==> src/rtl/custom_seq_pkg.sv <==
// custom_seq_pkg: legal custom-sequence values, successor/legality helpers and checker states.
package custom_seq_pkg;

    localparam logic [3:0] SEQ_1  = 4'd1;
    localparam logic [3:0] SEQ_2  = 4'd2;
    localparam logic [3:0] SEQ_3  = 4'd3;
    localparam logic [3:0] SEQ_5  = 4'd5;
    localparam logic [3:0] SEQ_9  = 4'd9;
    localparam logic [3:0] SEQ_11 = 4'd11;
    localparam logic [3:0] SEQ_12 = 4'd12;
    localparam logic [3:0] SEQ_15 = 4'd15;

    typedef enum logic {HUNT, LOCKED} state_t;

    // Illegal values map to 0, which is itself never a legal successor.
    function automatic logic [3:0] seq_succ(input logic [3:0] v);
        case (v)
            SEQ_1:   return SEQ_2;
            SEQ_2:   return SEQ_3;
            SEQ_3:   return SEQ_5;
            SEQ_5:   return SEQ_9;
            SEQ_9:   return SEQ_11;
            SEQ_11:  return SEQ_12;
            SEQ_12:  return SEQ_15;
            SEQ_15:  return SEQ_1;
            default: return 4'd0;
        endcase
    endfunction

    function automatic logic seq_legal(input logic [3:0] v);
        return seq_succ(v) != 4'd0;
    endfunction

endpackage

==> src/rtl/custom_seq_lookup.sv <==
// custom_seq_lookup: combinational successor and legality lookup for one sequence value.
module custom_seq_lookup
    import custom_seq_pkg::*;
(
    input  logic [3:0] prev,
    output logic [3:0] succ,
    output logic       legal
);

    assign succ  = seq_succ(prev);
    assign legal = seq_legal(prev);

endmodule

==> config.mk <==
export PLATFORM = sky130hd
export DESIGN_NAME = custom_seq_lookup
export DESIGN_NICKNAME = d
export VERILOG_FILES = /design/src/rtl/custom_seq_pkg.sv /design/src/rtl/custom_seq_lookup.sv
export SDC_FILE = /design/constraint.sdc
export NUM_CORES = 1
export LEC_CHECK = 0
export CAP_MARGIN = 20
export CORE_AREA = 2 2 39 41
export DETAILED_ROUTE_END_ITERATION = 7
export DIE_AREA = 0 0 41 43
export PLACE_DENSITY = 0.34
export SETUP_SLACK_MARGIN = 0.1
export SYNTH_ARGS = -nofsm -noshare
export SYNTH_HDL_FRONTEND = slang
export SYNTH_SLANG_ARGS = --single-unit
==> constraint.sdc <==
create_clock -name vclk -period 3.9
set_clock_uncertainty 0.15 [all_clocks]
set_input_delay 0.78 -clock vclk [all_inputs]
set_output_delay 0.78 -clock vclk [all_outputs]
set_load 0.005 [all_outputs]
==> results.md, run 1 <==
* Routed Antenna Nets at 0
* Die Width at 41 µm
* PostCTS Resize Cnt at 0
* Max Clk Rate at 279.7 MHz
* DPL Wire Length at 400 µm
* Final-layout fill cell count at 167
* Top cell by count, worst path: clkdlybuf4s50_1
* Number of global-route vias before repair at 167
* Crit path max-delay family: buffers and inverters
* Startpoint Class: input pin
* Final count of pins violating max slew at 0
* Rows at 14
* Final setup vio count at 0
* Via density at 4.096
* Commonest cells after routing, fill and taps aside: clkdlybuf4s50_1, o21ai_0
* GP Congestion at 0.7229
* WL/cell at 8.731 µm
* Final Cycle Share at 0.9168
* Slowest cell on crit path: clkdlybuf4s50_1
* Starting density of the core at 0.1356
* Share of cells above drive strength 1 at 0.1111
* Buffers on Ports at 9
* Largest net degree at the start of global routing at 11
* RSZ-0062 raised after global routing: no
* Detailed Route Iter0 Violations at 1
* Required @ worst endpoint at 2970 ps
* CP cell instances: clkdlybuf4s50_1, ha_1, or4b_1, o21ai_1, a32oi_1, clkdlybuf4s50_1
* Outcome: complete, no violations
* Synth Area in Simple Gates at 0.1400
* Post-synth cell types at 16
* Cell area after synthesis at 187.7 µm²
* Setup TNS at 0 ps
* Global route overflow at 0
* Number of flip-flops and latches at 0
* # IOs at 9
* Max-cap violations at 0
* Drt drc at 0
* CLK BUF at 0
* Fin nets at 45
* P&R area growth vs syn at 60.67%
* Net count after synthesis at 33
* Die area at 0.001763 mm²
* Main combinational cell family by area after synthesis: compound AO/OA/AOI/OAI gates
* Max IR drop VDD at 35.21 µV
* Leakage at 0.1285 nW
* Post-Synthesis Mean Instance Area at 7.218 µm²
* Worst Max-Slew Pin Slew at 309.0 ps
* Register area at 0 µm²
* Diodes inserted at 0
* Height of the die at 43 µm
* Worst Hold Class: in -> out
* PD cells at 107.9 mW/mm²
* Synth Area in Adders at 0.2000
* Core area at 0.001384 mm²
* Drt first pass iters at 2
* First-pass GRT wire length at 655 µm
* Crit path capture type: output port
* Compound-gate portion of the synthesized area at 0.3333
* Fraction of synthesized area in multiplexers at 0.1667
* Via count at 213
* Total power at 0.03254 mW
* Minimum clock period at 3576 ps
* Relative slew margins at 0.7933
* Yosys warning total at 0
* Setup bufs post-CTS at 0
* Max incr delay on CP at 480 ps
* XOR/XNOR share of the synthesized area at 0
* Cells after Synth at 26
* Total Routing Usage GR at 0.04995
* WP buf/inv at 2
* Crit Path Max Fanout at 5
* Hold-fix buffers, CTS at 0
* Arr. time, crit path at 2650 ps
* Initial antenna violation count at 0
* Final Hold Fails at 0
* Critical path class: in -> out
* Most common cell after layout, fill and taps aside: clkdlybuf4s50_1
* Sequential fraction of the synthesis area at 0
* Routed WL at 454 µm
==> final cells by class <==
cell class	instances	area, µm²	area share
repair buffers	12	112.6	0.3734
inverters	3	11.26	0.03734
well taps	16	20.02	0.06639
multi-input cells	21	157.7	0.5228
==> report_power, final <==
group / switching, mW / internal [mW]
combinational: 0.0130 / 0.0196
clock: 0 / 0
sequential: 0 / 0
==> synth_stat cells <==
cell type	count	area (µm²)
o21ai_0	4	20.02
ha_1	3	37.54
inv_1	3	11.26
nand2_1	3	11.26
mux2i_1	2	20.02
a32oi_1	1	8.760
buf_4	1	7.510
buf_6	1	11.26
mux2_2	1	11.26
nand3_1	1	5.000
o211ai_1	1	7.510
o21a_1	1	7.510
o21ai_1	1	5.000
o21bai_1	1	7.510
o22ai_1	1	6.260
or4b_1	1	10.01
==> worst min-delay path, delay by kind of cell <==
kind            cells  cell delay [ps]
compound gates      1               70
buf+inv             2              870
simple gates        1               80
==> metal layers <==
layer,vias to the layer above,part of all wire,GRT usage
met4,0,0,0
met2,4,0.53,0.09063
li1,115,-,-
met5,-,0,0
met1,94,0.45,0.06646
met3,0,0.022,0
==> logic make-up (layout without fill, tap and decap cells) <==
| group | after synthesis | in the layout |
|---|---|---|
| compound gates | 10 | 10 |
| simple gates | 5 | 5 |
| buf+inv | 5 | 15 |
| fa+ha+maj | 3 | 3 |
| mux | 3 | 3 |
==> through the flow <==
stage                     hold WS [ps]  instance area (µm²)    util  cells  setup slack [ps]
final                             2432                301.5  0.2179     52             324.4
after global routing              2492                301.5  0.2179     52             233.3
after CTS                         2461                301.5  0.2179     52             299.1
after detailed placement          2461                301.5  0.2179     52             304.2
after global placement            2433                301.5  0.2179     52             340.4
after floorplan                   1520                187.7       -     26              1281
==> path summary, 6_finish.rpt <==
path / cells past startpoint / start / endpoint
setup / recovery: 6 / prev[0] / legal
hold / removal: 4 / prev[3] / succ[3]
Power figures use the tool's default switching activity.
==> inputs of run 2 (changes only) <==
--- a/config.mk
+++ b/config.mk
@@ -11,6 +11,7 @@
 export DIE_AREA = 0 0 41 43
 export PLACE_DENSITY = 0.34
 export SETUP_SLACK_MARGIN = 0.1
+export SKIP_LAST_GASP = 1
 export SYNTH_ARGS = -nofsm -noshare
 export SYNTH_HDL_FRONTEND = slang
 export SYNTH_SLANG_ARGS = --single-unit
==> results of run 2 <==
Final layout, timing and power as in run 1 (identical DEF).
==> inputs of run 3 (changes only) <==
--- a/config.mk
+++ b/config.mk
@@ -12,6 +12,7 @@
 export PLACE_DENSITY = 0.34
 export SETUP_SLACK_MARGIN = 0.1
 export SKIP_LAST_GASP = 1
+export SLEW_MARGIN = 40
 export SYNTH_ARGS = -nofsm -noshare
 export SYNTH_HDL_FRONTEND = slang
 export SYNTH_SLANG_ARGS = --single-unit
==> results of run 3 <==
Final layout, timing and power as in run 1 (identical DEF).
